[config.mk]
export PLATFORM = sky130hd
export DESIGN_NAME = int_gateway
export DESIGN_NICKNAME = d
export VERILOG_FILES = /design/src/rtl/int_gateway_pkg.sv /design/src/rtl/int_gw_src.sv /design/src/rtl/int_gateway.sv
export SDC_FILE = /design/constraint.sdc
export NUM_CORES = 1
export LEC_CHECK = 0
export ABC_CLOCK_PERIOD_IN_PS = 3000
export BUFFER_PORTS_ARGS = -buffer_cell sky130_fd_sc_hd__buf_2
export CORE_UTILIZATION = 43
export CTS_CLUSTER_DIAMETER = 100
export CTS_CLUSTER_SIZE = 40
export DETAILED_ROUTE_END_ITERATION = 10
export PLACE_DENSITY = 0.75
export SLEW_MARGIN = 30
export SYNTH_ARGS = -nofsm -noshare
export SYNTH_HDL_FRONTEND = slang
export SYNTH_SLANG_ARGS = --single-unit
[constraint.sdc]
create_clock -name clk -period 3 [get_ports clk]
set_clock_uncertainty 0.05 [all_clocks]
set_input_delay 0.15 -clock clk [delete_from_list [all_inputs] [get_ports clk]]
set_output_delay 0.15 -clock clk [all_outputs]
set_load 0.02 [all_outputs]
[src/rtl/int_gateway_pkg.sv]
// Shared definitions for the interrupt gateway: source map, per-source state
// encoding and the decoded claim/complete command bundle.
package int_gateway_pkg;

  localparam int INT_BITS           = 4;
  localparam int INT_IDX_DMA_NOTIFY = 0;
  localparam int INT_IDX_DMA_FIN    = 1;
  localparam int INT_IDX_SCTRL      = 2;
  localparam int INT_IDX_EPU        = 3;

  typedef enum logic [1:0] {
    GW_IDLE    = 2'd0,
    GW_PENDING = 2'd1,
    GW_ACTIVE  = 2'd2
  } gw_state_e;

  // Claim/complete already decoded against one source's index.
  typedef struct packed {
    logic claim;
    logic complete;
  } gw_cmd_t;

endpackage

[src/rtl/int_gw_src.sv]
// One gateway source: synchroniser, edge detect, request register and the
// IDLE/PENDING/ACTIVE lifecycle with a single saturating re-pend flag.
module int_gw_src
  import int_gateway_pkg::*;
#(
  parameter int SYNC_STAGES = 2,
  parameter bit EDGE        = 1'b0
) (
  input  logic    clk,
  input  logic    rst,
  input  logic    raw,
  input  gw_cmd_t cmd,
  output logic    pend,
  output logic    act
);

  logic [SYNC_STAGES-1:0] sync;
  logic [SYNC_STAGES:0]   vld_pipe;
  logic                   s, s_d, rise, req, req_q, edge_req;
  logic                   repend;
  gw_state_e              state;

  assign s = sync[SYNC_STAGES-1];

  // The chain and s_d come out of reset as zeros, so a line already high would
  // look like a fresh edge; rise is only trusted once s_d holds a real sample.
  assign rise     = s & ~s_d & vld_pipe[SYNC_STAGES];
  assign req      = EDGE ? rise : s;
  assign edge_req = EDGE && req_q;

  always_ff @(posedge clk or posedge rst) begin
    if (rst) begin
      sync     <= '0;
      s_d      <= 1'b0;
      req_q    <= 1'b0;
      vld_pipe <= '0;
    end else begin
      sync     <= {sync[SYNC_STAGES-2:0], raw};
      s_d      <= s;
      req_q    <= req;
      vld_pipe <= {vld_pipe[SYNC_STAGES-1:0], 1'b1};
    end
  end

  always_ff @(posedge clk or posedge rst) begin
    if (rst) begin
      state  <= GW_IDLE;
      repend <= 1'b0;
    end else begin
      case (state)
        GW_IDLE: begin
          if (req_q) state <= GW_PENDING;
        end
        GW_PENDING: begin
          if (edge_req)  repend <= 1'b1;
          if (cmd.claim) state  <= GW_ACTIVE;
        end
        GW_ACTIVE: begin
          if (cmd.complete) begin
            // An edge arriving with the completion is served, not lost.
            state  <= (repend || edge_req) ? GW_PENDING : GW_IDLE;
            repend <= 1'b0;
          end else if (edge_req) begin
            repend <= 1'b1;
          end
        end
        default: begin
          state  <= GW_IDLE;
          repend <= 1'b0;
        end
      endcase
    end
  end

  assign pend = (state == GW_PENDING);
  assign act  = (state == GW_ACTIVE);

endmodule

[src/rtl/int_gateway.sv]
// Interrupt gateway in front of the PLIC: per-source lifecycle plus an output
// mask that keeps bits [INT_BITS-1:1] one-hot and silent during service.
module int_gateway #(
  parameter int                  INT_BITS    = int_gateway_pkg::INT_BITS,
  parameter int                  SYNC_STAGES = 2,
  parameter logic [INT_BITS-1:0] EDGE_MASK   = INT_BITS'(4'b0011)
) (
  input  logic                        clk,
  input  logic                        rst,
  input  logic [INT_BITS-1:0]         irq_raw_i,
  input  logic                        claim_i,
  input  logic [$clog2(INT_BITS)-1:0] claim_idx_i,
  input  logic                        complete_i,
  input  logic [$clog2(INT_BITS)-1:0] complete_idx_i,
  output logic [INT_BITS-1:0]         interrupt_o,
  output logic [INT_BITS-1:0]         active_o
);
  import int_gateway_pkg::*;

  localparam int IDX_W = $clog2(INT_BITS);

  gw_cmd_t [INT_BITS-1:0] cmd;
  logic    [INT_BITS-1:0] pend, act, irq;

  // Indices past INT_BITS-1 match no source and are dropped here.
  always_comb begin
    cmd = '0;
    for (int i = 0; i < INT_BITS; i++) begin
      cmd[i].claim    = claim_i    && (claim_idx_i    == IDX_W'(i));
      cmd[i].complete = complete_i && (complete_idx_i == IDX_W'(i));
    end
  end

  for (genvar i = 0; i < INT_BITS; i++) begin : g_src
    int_gw_src #(
      .SYNC_STAGES (SYNC_STAGES),
      .EDGE        (EDGE_MASK[i])
    ) u_src (
      .clk  (clk),
      .rst  (rst),
      .raw  (irq_raw_i[i]),
      .cmd  (cmd[i]),
      .pend (pend[i]),
      .act  (act[i])
    );
  end

  // Source 0 bypasses the mask; the upper group presents only its highest
  // pending member, and nothing at all while one of them is in service.
  always_comb begin
    irq    = '0;
    irq[0] = pend[0];
    if (!(|act[INT_BITS-1:1])) begin
      for (int i = 1; i < INT_BITS; i++) begin
        if (pend[i]) begin
          irq[INT_BITS-1:1] = '0;
          irq[i]            = 1'b1;
        end
      end
    end
  end

  assign interrupt_o = irq;
  assign active_o    = act;

endmodule

---- After elaboration in Yosys (flattened, before gate mapping) ----
Index checks and enable logic that the tools add are counted.
word-level totals
  flip-flop bits (word level) ............. 32
  latch bits .............................. 0
  memory bits (writable) .................. 0
  memory bits (read-only) ................. 0
  bits of input ports ..................... 12
  output and inout port bits .............. 8
  logic and storage cells ................. 113
  memories ................................ 0
cells by class
  add/subtract/negate cells ............... 0
  multipliers ............................. 0
  divide/modulo/power cells ............... 0
  magnitude comparators ................... 0
  eq/ne operators ......................... 26
  shift operators ......................... 0
  muxes and demuxes ....................... 34
  bitwise gates (word level) .............. 8
  reduce and logical (&&, ||, !) cells .... 25
operators by type and width
  kind                                                                     number
  2-bit two-way mux                                                        12
  2-bit case mux with 3 select lines                                       4
  2-bit equality test, second input constant                               8
  2-bit inequality test, second input constant                             8
  2-bit by 1-bit equality test with 1-bit output, second input constant    6
  2-bit logical NOT                                                        6
  3-bit AND reduction                                                      4
  1-bit two-way mux                                                        11
  3-bit two-way mux                                                        3
  1-bit logical AND                                                        8
  2-bit by 1-bit inequality test with 1-bit output, second input constant  4
  1-bit case mux with 3 select lines                                       2
  1-bit bitwise AND                                                        4
  1-bit NOT                                                                4
  1-bit case mux with 2 select lines                                       2
  2-bit AND reduction                                                      2
  2-bit OR reduction                                                       2
  3-bit OR reduction                                                       1
  1-bit logical OR                                                         2

---- Longest topological paths before layout ----
Gate-level depths: netlist of run 1.
  depth after elaboration ................. 5
  depth in mapped cells ................... 6
  depth with buffers taken out ............ 5

---- By module ----
Synthesis of run 1 repeated with hierarchy kept, for this count alone.
unflattened totals
  cells, all modules ...................... 105
  area total of the unflattened synthesis .. 1,301.2 um^2
modules (own cells, without submodules)
  module                           times used  cells an instance  area an instance (um^2)  sequential area each (um^2)
  int_gw_src (g_src[0].u_src ...)  2           33                 429.2                    250.2
  int_gw_src (g_src[2].u_src ...)  2           12                 168.9                    125.1
  int_gateway                      1           15                 105.1                    0.0

---- Worst setup path before layout of run 1 ----
OpenSTA, ideal clock, no wires.
  path type ............................... reg-to-output
  from .................................... register g_src[1].u_src.state[0]
  to ...................................... output port interrupt_o[1]
  arrival time ............................ 1.525 ns
  data required time ...................... 2.800 ns
  slack ................................... 1.275 ns
  cell stages (with the launch flop) ...... 5
  path buffers ............................ 1
  cell sequence ........................... dfrtp_1 inv_1 ha_1 clkbuf_1 nor4_1
on the way
  elaborated cells on any way between the ends .. 7
  classes of those cells .................. 2 x eq/ne; 4 x mux; 1 x reduce/logical
RTL lines
  item                      line               RTL
  start: declaration        int_gw_src.sv:21   gw_state_e state;
  start signal: assignment  int_gw_src.sv:61   state <= (repend || edge_req) ? GW_PENDING : GW_IDLE;
  2-bit equality test       int_gw_src.sv:76   assign act = (state == GW_ACTIVE);
  net g_src[1].u_src.act    int_gw_src.sv:14   output logic act
  3-bit OR reduction        int_gateway.sv:53  if (!(|act[INT_BITS-1:1])) begin
  3-bit two-way mux         int_gateway.sv:53
  end: declaration          int_gateway.sv:15  output logic [INT_BITS-1:0] interrupt_o,
The timed path passes the listed nets, and every way through them passes these cells.

---- Worst setup path after layout of run 1 ----
  from .................................... register g_src[1].u_src.state[0]
  to ...................................... output port interrupt_o[2]
on the way
  longest elaborated chain between the ends .. 3
ends and longest elaborated chain
  item                 line
  2-bit equality test  int_gw_src.sv:76
  3-bit OR reduction   int_gateway.sv:53
  3-bit two-way mux    int_gateway.sv:53
No other way between the ends.

==> out/summary.txt, run 1 <==
outcome - finished, final reports clean
share of layout cells above drive strength 1 - 21.3%
die width - 54.4 um
Mean Syn Cell Area - 11.8 sq um
CTS Root Cell - clkbuf_4
CP Launch Point - g_src[1].u_src.state[0]$_DFFE_PP0P_
fin util - 53.0%
max cap viols - 0
Setup WS pre-CTS - 1.32 ns
final worst slack - 1.17 ns
worst-case clock buffer depth - 2
largest net degree at the start of global routing - 28
synth-to-layout area growth - 14.2%
Max-slew headroom - 64.1%
WP data required - 2.80 ns
cell count after synthesis - 100
launch point of the worst reg-to-reg path - g_src[1].u_src.state[0]$_DFFE_PP0P_
die area - 2960 sq um
critical path type - reg -> out
io pins - 20
PortBufs - 19
dpl hpwl - 1.49 mm
sum of negative setup slack - 0 ns
sequential area share after synthesis - 57.1%
DRT antenna net count - 0
placed cells - 143
min-delay src - complete_idx_i[0]
initial core utilization - 46.5%
Yosys reg bits - 27
placement-stage cell area - 1270 sq um
worst-margin pin slew - 0.538 ns
Yosys cell types - 29
CTS tree - done
Ys Warns - 0
global-route wire length before repair - 2.98 mm
drt via density - 5.13
Setup Viol. Count Final - 0
DR vias - 780
HP Class - in -> reg
cts bufs inserted - 3
worst endpoint data arrival time - 1.63 ns
H-tree lvl count - 1
final hold viol count - 0
initial antenna violation count - 0
crit path time final - 1.83 ns
sw frac - 35.0%
clk_lat worst skew - 0.31 ns
Yosys top cell by area - dfrtp_1
Routed WL per cell - 12.7 um
grt ovf - 0
WHS - 0.0891 ns
# diodes - 0
final period utilization - 61.1%
combinational share of power - 36.5%
top cells by area, synth - dfrtp_1 57%, ha_1 8.5%, buf_4 3.2%
Detailed Route WL - 1.92 mm
share of the synthesized area in the top cell type - 57.1%
Mapped Nets - 120
FMAX - 545 MHz
Leakage - 0.645 nW
DR iter-0 viols - 7
Worst Setup End Kind - primary output
GRT Overall Usage - 14.7%
CP Max Fanout - 9
Seq pwr share - 48.0%
Fillers - 229
Slew Limit Fails - 0
FP Rows - 18
RSZ-0062 raised after global routing - false
clk slew on worst S/H paths - 0.13 ns
vias in the first global route - 709
Startpoint Class - flip-flop
Int Pwr - 0.612 mW
Non-Filler Instances - 152
Core Area - 2540 sq um
Post-CTS Setup Bufs - 0
Chip Height - 54.4 um
Net Switching - 0.329 mW
Pwr Total - 0.942 mW
Clk network pwr share - 15.5%
RePlAce Congestion - 0.750
DRC viols - 0
layout net count - 143
final instance area - 1350 sq um
power per cell area - 698 nW/um^2
worst ir drop on vdd - 0.393 mV
CTS sink cnt - 27
DR pass1 iterations - 4
Mapped Area - 1180 sq um
## routing by layer
metal | global-route usage [%] | part of all wire (%) | up-vias
li1 | - | - | 385
met1 | 16.8 | 45 | 374
met2 | 27.2 | 52 | 19
met3 | 2.50 | 2.9 | 2
met4 | 5.13 | 0.88 | 0
met5 | 0 | 0 | -
## timing repair
item,in CTS,in global routing
resized for setup,0,0
hold buffers,4,1
hold endpoints to repair,4,27
## sequential cells by signal, indices dropped and copies added, names as in the netlist
signal,flops
g_src.u_src.state,8
g_src.u_src.repend,2
g_src.u_src.req_q,2
g_src.u_src.vld_pipe,3
g_src.u_src.s_d,2
g_src.u_src.sync,8
g_src.u_src.edge_req,2
## cells in the mapped netlist, drive strengths merged
master	number
mux2i	1
inv	8
buf	5
nor3	2
a21oi	6
or3b	2
nor3b	1
a31oi	1
dfrtp	27
conb	1
nand2	3
a211oi	4
ha	8
nor2b	4
clkbuf	1
nand4	1
and3b	1
a211o	2
a221oi	2
o211a	1
nor2	5
nand2b	1
o21ai	5
nor4	2
mux2	2
nand3b	4
## kinds of logic after synthesis
group	after synthesis	share of synthesized area (%)
adder cells (fa/ha/maj)	8	8.47
other	1	0.317
AND/OR/NAND/NOR	26	13.2
flip-flops	27	57.1
AO/OA/AOI/OAI	21	12.1
multiplexers	3	2.75
buffers and inverters	14	6.03
## final cells by class
class                   count  area [sq um]  share of cell area [%]
flip-flops and latches     27           676                    50.0
multi-input cells          59           435                    32.3
repair buffers             24           145                    10.8
well taps                  30          37.5                    2.78
inverters                   8          30.0                    2.22
clock buffers               4          26.3                    1.95
## placed cells by master, fill, tap and decap left out, drive strengths merged, types with 5 or more instances in the layout
cell | synthesis | final
buf | 5 | 19
ha | 8 | 8
inv | 8 | 8
dlygate4sd3 | 0 | 5
dfrtp | 27 | 27
o21ai | 5 | 5
nor2 | 5 | 5
a21oi | 6 | 6
## worst paths after layout
| path | cells after the start | slack, ns | endpoint |
|---|---|---|---|
| max | 4 | 1.17 | interrupt_o[2] |
| min | 3 | 0.09 | g_src[2].u_src.state[1]$_DFFE_PP0P_ |
| max reg2reg | 5 | 1.32 | g_src[1].u_src.state[0]$_DFFE_PP0P_ |
| min reg2reg | 0 | 0.32 | g_src[3].u_src.sync[1]$_DFF_PP0_ |
| max in group asynchronous | 3 | 2.18 | g_src[1].u_src.state[0]$_DFFE_PP0P_ |
| min in group asynchronous | 3 | 0.36 | g_src[0].u_src.sync[1]$_DFF_PP0_ |
## critical path: stages, from the launching register on
cell and delay [ns]:
dfrtp_1 0.43, inv_1 0.08, ha_1 0.30, nor4_1 0.31, buf_2 0.21
## power groups by stage
stage / sequential (mW) / combinational, mW / clock (mW)
6_report: 0.452 / 0.344 / 0.146
5_1_grt: 0.459 / 0.386 / 0.164
4_1_cts: 0.452 / 0.344 / 0.151
3_5_place_dp: 0.459 / 0.339 / 0
3_3_place_gp: 0.453 / 0.318 / 0
2_1_floorplan: 0.448 / 0.277 / 0
Note: power is estimated with default switching activity, not from simulation.
==> inputs of run 2 (changes only) <==
--- a/config.mk
+++ b/config.mk
@@ -5,7 +5,7 @@
 export SDC_FILE = /design/constraint.sdc
 export NUM_CORES = 1
 export LEC_CHECK = 0
-export ABC_CLOCK_PERIOD_IN_PS = 3000
+export ABC_CLOCK_PERIOD_IN_PS = 1800
 export BUFFER_PORTS_ARGS = -buffer_cell sky130_fd_sc_hd__buf_2
 export CORE_UTILIZATION = 43
 export CTS_CLUSTER_DIAMETER = 100
==> constraint.sdc (replaced) <==
create_clock -name clk -period 1.8 [get_ports clk]
set_clock_uncertainty 0.05 [all_clocks]
set_input_delay 0.09 -clock clk [delete_from_list [all_inputs] [get_ports clk]]
set_output_delay 0.09 -clock clk [all_outputs]
set_load 0.02 [all_outputs]
==> run 2 against run 1 <==
Net effect:
- sequential share of layout area shrank 2.6 points
- highest routed layer is now met3
- worst setup slack got worse by 1.1 ns
- utilization rose by 2.9 points
- critical path type unchanged
- largest cell class unchanged
- non-clock buffer count grew 4
- register-to-register slack worse by 1.2 ns
==> out/summary.txt, run 2 (same netlist as run 1, synthesis figures left out) <==
most frequent cells in the layout - 27 x dfrtp_1, 17 x buf_2, 8 x ha_1 (was 27 x dfrtp_1, 19 x buf_2, 8 x ha_1)
worst ir drop on vdd - 0.821 mV (was 0.393 mV)
final hold viol count - 0 (unchanged)
Detailed Route WL - 1.82 mm (was 1.92 mm)
worst-case clock buffer depth - 2 (unchanged)
layout net count - 147 (was 143)
power per cell area - 1150 nW/um^2 (was 698 nW/um^2)
CP Max Fanout - 8 (was 9)
Hold Path Depth - 3 (unchanged)
DR vias - 786 (was 780)
die width - 54.4 um (unchanged)
drt via density - 5.04 (was 5.13)
outcome - finished, final reports clean (unchanged)
fin util - 56.0% (was 53.0%)
WP data required - 1.66 ns (was 2.80 ns)
Slew Limit Fails - 0 (unchanged)
CTS Root Cell - clkbuf_4 (unchanged)
Routed WL per cell - 11.7 um (was 12.7 um)
# diodes - 0 (unchanged)
HP Class - in -> reg (unchanged)
min-delay src - complete_idx_i[0] (unchanged)
FP Rows - 18 (unchanged)
sum of negative setup slack - 0 ns (unchanged)
PortBufs - 19 (unchanged)
DR iter-0 viols - 10 (was 7)
clk_lat worst skew - 0.31 ns (about the same)
DRT antenna net count - 0 (unchanged)
grt ovf - 0 (unchanged)
commonest non-fill, non-tap cell in the layout - dfrtp_1 (unchanged)
r2r endpoint - g_src[1].u_src.state[0]$_DFFE_PP0P_ (unchanged)
share of layout cells above drive strength 1 - 27.0% (was 21.3%)
DRC viols - 0 (unchanged)
flop2flop setup slack - 0.16 ns (was 1.32 ns)
FF-to-FF path depth - 5 (unchanged)
Worst Setup End Kind - primary output (unchanged)
Core Area - 2540 sq um (unchanged)
vias in the first global route - 722 (was 709)
DR pass1 iterations - 4 (unchanged)
initial core utilization - 46.5% (unchanged)
launch point of the worst reg-to-reg path - g_src[1].u_src.state[1]$_DFFE_PP0P_ (was g_src[1].u_src.state[0]$_DFFE_PP0P_)
critical path type - reg -> out (unchanged)
Setup WS pre-CTS - 0.134 ns (was 1.32 ns)
dpl hpwl - 1.34 mm (was 1.49 mm)
hold endpoint - g_src[2].u_src.state[1]$_DFFE_PP0P_ (unchanged)
CTS sink cnt - 27 (unchanged)
crit path time final - 1.72 ns
worst endpoint data arrival time - 1.58 ns (was 1.63 ns)
cts bufs inserted - 3 (unchanged)
Chip Height - 54.4 um (unchanged)
max cap viols - 0 (unchanged)
Setup Viol. Count Final - 0 (unchanged)
final period utilization - 95.7%
synth-to-layout area growth - 20.5% (was 14.2%)
io pins - 20 (unchanged)
largest net degree at the start of global routing - 28 (unchanged)
Leakage - 0.670 nW (was 0.645 nW)
clk slew on worst S/H paths - 0.13 ns (about the same)
RePlAce Congestion - 0.750 (about the same)
Startpoint Class - flip-flop (unchanged)
FMAX - 581 MHz
CTS tree - done (unchanged)
WHS - 0.0197 ns (was 0.0891 ns)
H-tree lvl count - 1 (unchanged)
Top Registers - g_src.u_src.state (8), g_src.u_src.sync (8), g_src.u_src.vld_pipe (3) (unchanged)
global-route wire length before repair - 2.94 mm (was 2.98 mm)
GRT Overall Usage - 14.1% (was 14.7%)
final worst slack - 0.0779 ns (was 1.17 ns)
die area - 2960 sq um (unchanged)
initial antenna violation count - 0 (unchanged)
Pwr Total - 1.64 mW (was 0.942 mW)
## run 2: what timing repair did
action                                  CTS  global route
hold buffers                              5             0
endpoints found under the setup margin    0             3
endpoints found under the hold margin    31             0
buffers inserted                          0             2
resized for setup                         0             9
## run 2: stage by stage
| step | std cells | instance area (sq um) |
|---|---|---|
| floorplan | 100 | 1180 |
| global placement | 145 | 1290 |
| detailed placement | 145 | 1290 |
| CTS | 154 | 1370 |
| global route | 156 | 1430 |
| finish | 156 | 1430 |
## run 2: area by class of cell
type / count / area (sq um)
Tap cell: 30 / 37.5
Clock inverter: 1 / 7.51
Inverter: 8 / 30.0
Timing Repair Buffer: 28 / 184
Sequential cell: 27 / 676
Fill cell: 226 / 1120
Multi-Input combinational cell: 59 / 468
Clock buffer: 3 / 22.5
## run 2: critical path, stage by stage, from the launching register on
cell	delay [ns]
dfrtp_1	0.41
inv_2	0.06
ha_1	0.21
buf_6	0.15
nor4_4	0.27
buf_4	0.18
## run 2: per-layer routing
layer  vias to the layer above  wire [um]  track usage, %
li1                        393          -               -
met1                       376        867            16.1
met2                        17        900            25.2
met3                         0         51            5.00
met4                         0          0            2.56
met5                         -          0               0
## run 2: worst max-delay path by stage
stage	to	depth (start not counted)	start
final	interrupt_o[1]	5	g_src[1].u_src.state[0]$_DFFE_PP0P_
after global routing	interrupt_o[1]	5	g_src[1].u_src.state[1]$_DFFE_PP0P_
after CTS	interrupt_o[1]	5	g_src[1].u_src.state[0]$_DFFE_PP0P_
after detailed placement	g_src[1].u_src.state[0]$_DFFE_PP0P_	5	g_src[1].u_src.state[0]$_DFFE_PP0P_
after global placement	g_src[1].u_src.state[0]$_DFFE_PP0P_	5	g_src[1].u_src.state[0]$_DFFE_PP0P_
after floorplan	interrupt_o[1]	4	g_src[1].u_src.state[0]$_DFFE_PP0P_
## run 2: power breakdown
group	switching (mW)	internal [mW]	leakage, nW
Clock	0.168	0.0847	0.0139
Sequential	0.0570	0.690	0.328
Combinational	0.349	0.295	0.328
Total	0.574	1.07	0.670
==> inputs of run 3 (changes only) <==
==> constraint.sdc (replaced) <==
create_clock -name clk -period 1.8 [get_ports clk]
set_clock_uncertainty 0.05 [all_clocks]
set_input_delay 0.27 -clock clk [delete_from_list [all_inputs] [get_ports clk]]
set_output_delay 0.27 -clock clk [all_outputs]
set_load 0.02 [all_outputs]
==> run 3 against run 2 <==
Net effect:
- the run now ends with negative setup slack left
- critical path type unchanged
- clock-buffer cell count unchanged
- first-iteration DRC count decreased by 20%
- worst setup slack got worse by 0.089 ns
- global-route usage increased by 1.1 points
- non-clock buffer count decreased by 1
- combinational power increased by 0.9%
- final cell count decreased by 0.64%
- via count increased by 3.1%
- sequential share of layout area increased by 0.21 points
- critical path depth unchanged
==> out/summary.txt, run 3 (same netlist as run 1, synthesis figures left out) <==
Seq pwr share - 44.6% (was 45.4%)
initial core utilization - 46.5% (unchanged)
WP data required - 1.48 ns (was 1.66 ns)
initial antenna violation count - 0 (unchanged)
Clk network pwr share - 16.6% (was 15.4%)
GRT Overall Usage - 15.2% (was 14.1%)
die width - 54.4 um (unchanged)
Worst Setup End Kind - primary output (unchanged)
register area - 676 sq um (unchanged)
final instance area - 1420 sq um (was 1430 sq um)
crit path time final - 1.81 ns (was 1.72 ns)
clk slew on worst S/H paths - 0.15 ns (was 0.13 ns)
layout net count - 146 (was 147)
DR pass1 iterations - 4 (unchanged)
flop2flop setup slack - 0.10 ns (was 0.16 ns)
FMAX - 552 MHz (was 581 MHz)
multi-input logic area - 474 sq um (was 468 sq um)
most frequent cells in the layout - 27 x dfrtp_1, 18 x buf_2, 7 x inv_1 (was 27 x dfrtp_1, 17 x buf_2, 8 x ha_1)
Setup Viol. Count Final - 1 (was 0)
die area - 2960 sq um (unchanged)
CTS sink cnt - 27 (unchanged)
RSZ-0062 raised after global routing - true
Top Registers - g_src.u_src.state (8), g_src.u_src.sync (8), g_src.u_src.vld_pipe (3) (unchanged)
DRT antenna net count - 0 (unchanged)
Net Switching - 0.599 mW (was 0.574 mW)
Chip Height - 54.4 um (unchanged)
PortBufs - 19 (unchanged)
Leakage - 0.670 nW (about the same)
vias in the first global route - 793 (was 722)
drt via density - 5.23 (was 5.04)
Detailed Route WL - 1.87 mm (was 1.82 mm)
WHS - 0.212 ns (was 0.0197 ns)
worst-case clock buffer depth - 2 (unchanged)
DRC viols - 0 (unchanged)
clk_lat worst skew - 0.33 ns (was 0.31 ns)
placement-stage cell area - 1280 sq um (was 1290 sq um)
FP Rows - 18 (unchanged)
final hold viol count - 0 (unchanged)
DR iter-0 viols - 8 (was 10)
worst ir drop on vdd - 0.788 mV (was 0.821 mV)
CTS tree - done (unchanged)
RePlAce Congestion - 0.761 (was 0.750)
worst endpoint data arrival time - 1.49 ns (was 1.58 ns)
synth-to-layout area growth - 20.0% (was 20.5%)
failing checks - negative setup slack
combinational share of power - 38.9% (was 39.2%)
CTS Root Cell - clkbuf_4 (unchanged)
max cap viols - 0 (unchanged)
final period utilization - 101% (was 95.7%)
outcome - finished with violations (was finished, final reports clean)
critical path type - reg -> out (unchanged)
commonest non-fill, non-tap cell in the layout - dfrtp_1 (unchanged)
sw frac - 35.8% (was 34.9%)
power per cell area - 1180 nW/um^2 (was 1150 nW/um^2)
global-route wire length before repair - 3.14 mm (was 2.94 mm)
Slew Limit Fails - 0 (unchanged)
cts bufs inserted - 3 (unchanged)
Fillers - 205 (was 226)
dpl hpwl - 1.36 mm (was 1.34 mm)
Int Pwr - 1.08 mW (was 1.07 mW)
sum of negative setup slack - -0.0113 ns (was 0 ns)
grt ovf - 0 (unchanged)
largest net degree at the start of global routing - 28 (unchanged)
DR vias - 810 (was 786)
CP Max Fanout - 3 (was 8)
H-tree lvl count - 1 (unchanged)
Routed WL per cell - 12.0 um (was 11.7 um)
final worst slack - -0.0113 ns (was 0.0779 ns)
HP Class - in -> reg (unchanged)
fin util - 55.8% (was 56.0%)
share of layout cells above drive strength 1 - 28.0% (was 27.0%)
# diodes - 0 (unchanged)
io pins - 20 (unchanged)
Startpoint Class - flip-flop (unchanged)
Core Area - 2540 sq um (unchanged)
==> run 3: path summary, 6_finish.rpt <==
check,start,end,cells after the start
min reg2reg,g_src[2].u_src.sync[1]$_DFF_PP0_,g_src[2].u_src.req_q$_DFF_PP0_,0
min,claim_idx_i[1],g_src[3].u_src.state[1]$_DFFE_PP0P_,3
min in group asynchronous,rst,g_src[0].u_src.sync[0]$_DFF_PP0_,4
max reg2reg,g_src[1].u_src.state[1]$_DFFE_PP0P_,g_src[1].u_src.state[0]$_DFFE_PP0P_,5
max in group asynchronous,rst,g_src[1].u_src.state[0]$_DFFE_PP0P_,4
max,g_src[1].u_src.state[1]$_DFFE_PP0P_,interrupt_o[1],5
==> run 3: final cells by class <==
class / instances / share of cell area (%)
sequential: 27 / 47.6
multi-input combinational: 59 / 33.4
timing repair buffer: 27 / 12.0
tap: 30 / 2.65
inverter: 8 / 2.12
clock buffer: 3 / 1.59
clock inverter: 1 / 0.617
==> run 3: stage by stage <==
step                power [mW]  std cells  setup slack (ns)
global route              1.80        155            -0.106
floorplan                 1.21        100           -0.0448
CTS                       1.67        155          -0.00701
detailed placement        1.32        144             0.150
finish                    1.67        155           -0.0113
global placement          1.29        144             0.216
==> run 3: power groups by stage <==
stage	logic [mW]	registers, mW	clock network [mW]
global route	0.729	0.758	0.312
CTS	0.637	0.747	0.288
global placement	0.528	0.757	0
floorplan	0.462	0.747	0
detailed placement	0.555	0.764	0
finish	0.651	0.746	0.277
==> run 3: per-layer routing <==
layer	GRT usage, %	vias up	wire length, um
met5	0	-	0
met4	4.70	0	27
met3	6.67	6	129
met2	26.8	35	879
met1	16.1	374	831
li1	-	395	-
==> run 3: critical path: stages, from the launching register on <==
cell and delay, ns:
dfrtp_1 0.47, inv_2 0.12, ha_4 0.14, nand3b_1 0.07
nor4_1 0.16, buf_2 0.21
==> run 3: timing repair <==
action                                 CTS  global route
hold buffers                             5             0
setup endpoints to repair                3             3
gates resized for setup                  6             3
buffers inserted                         2             0
endpoints found under the hold margin   31             0
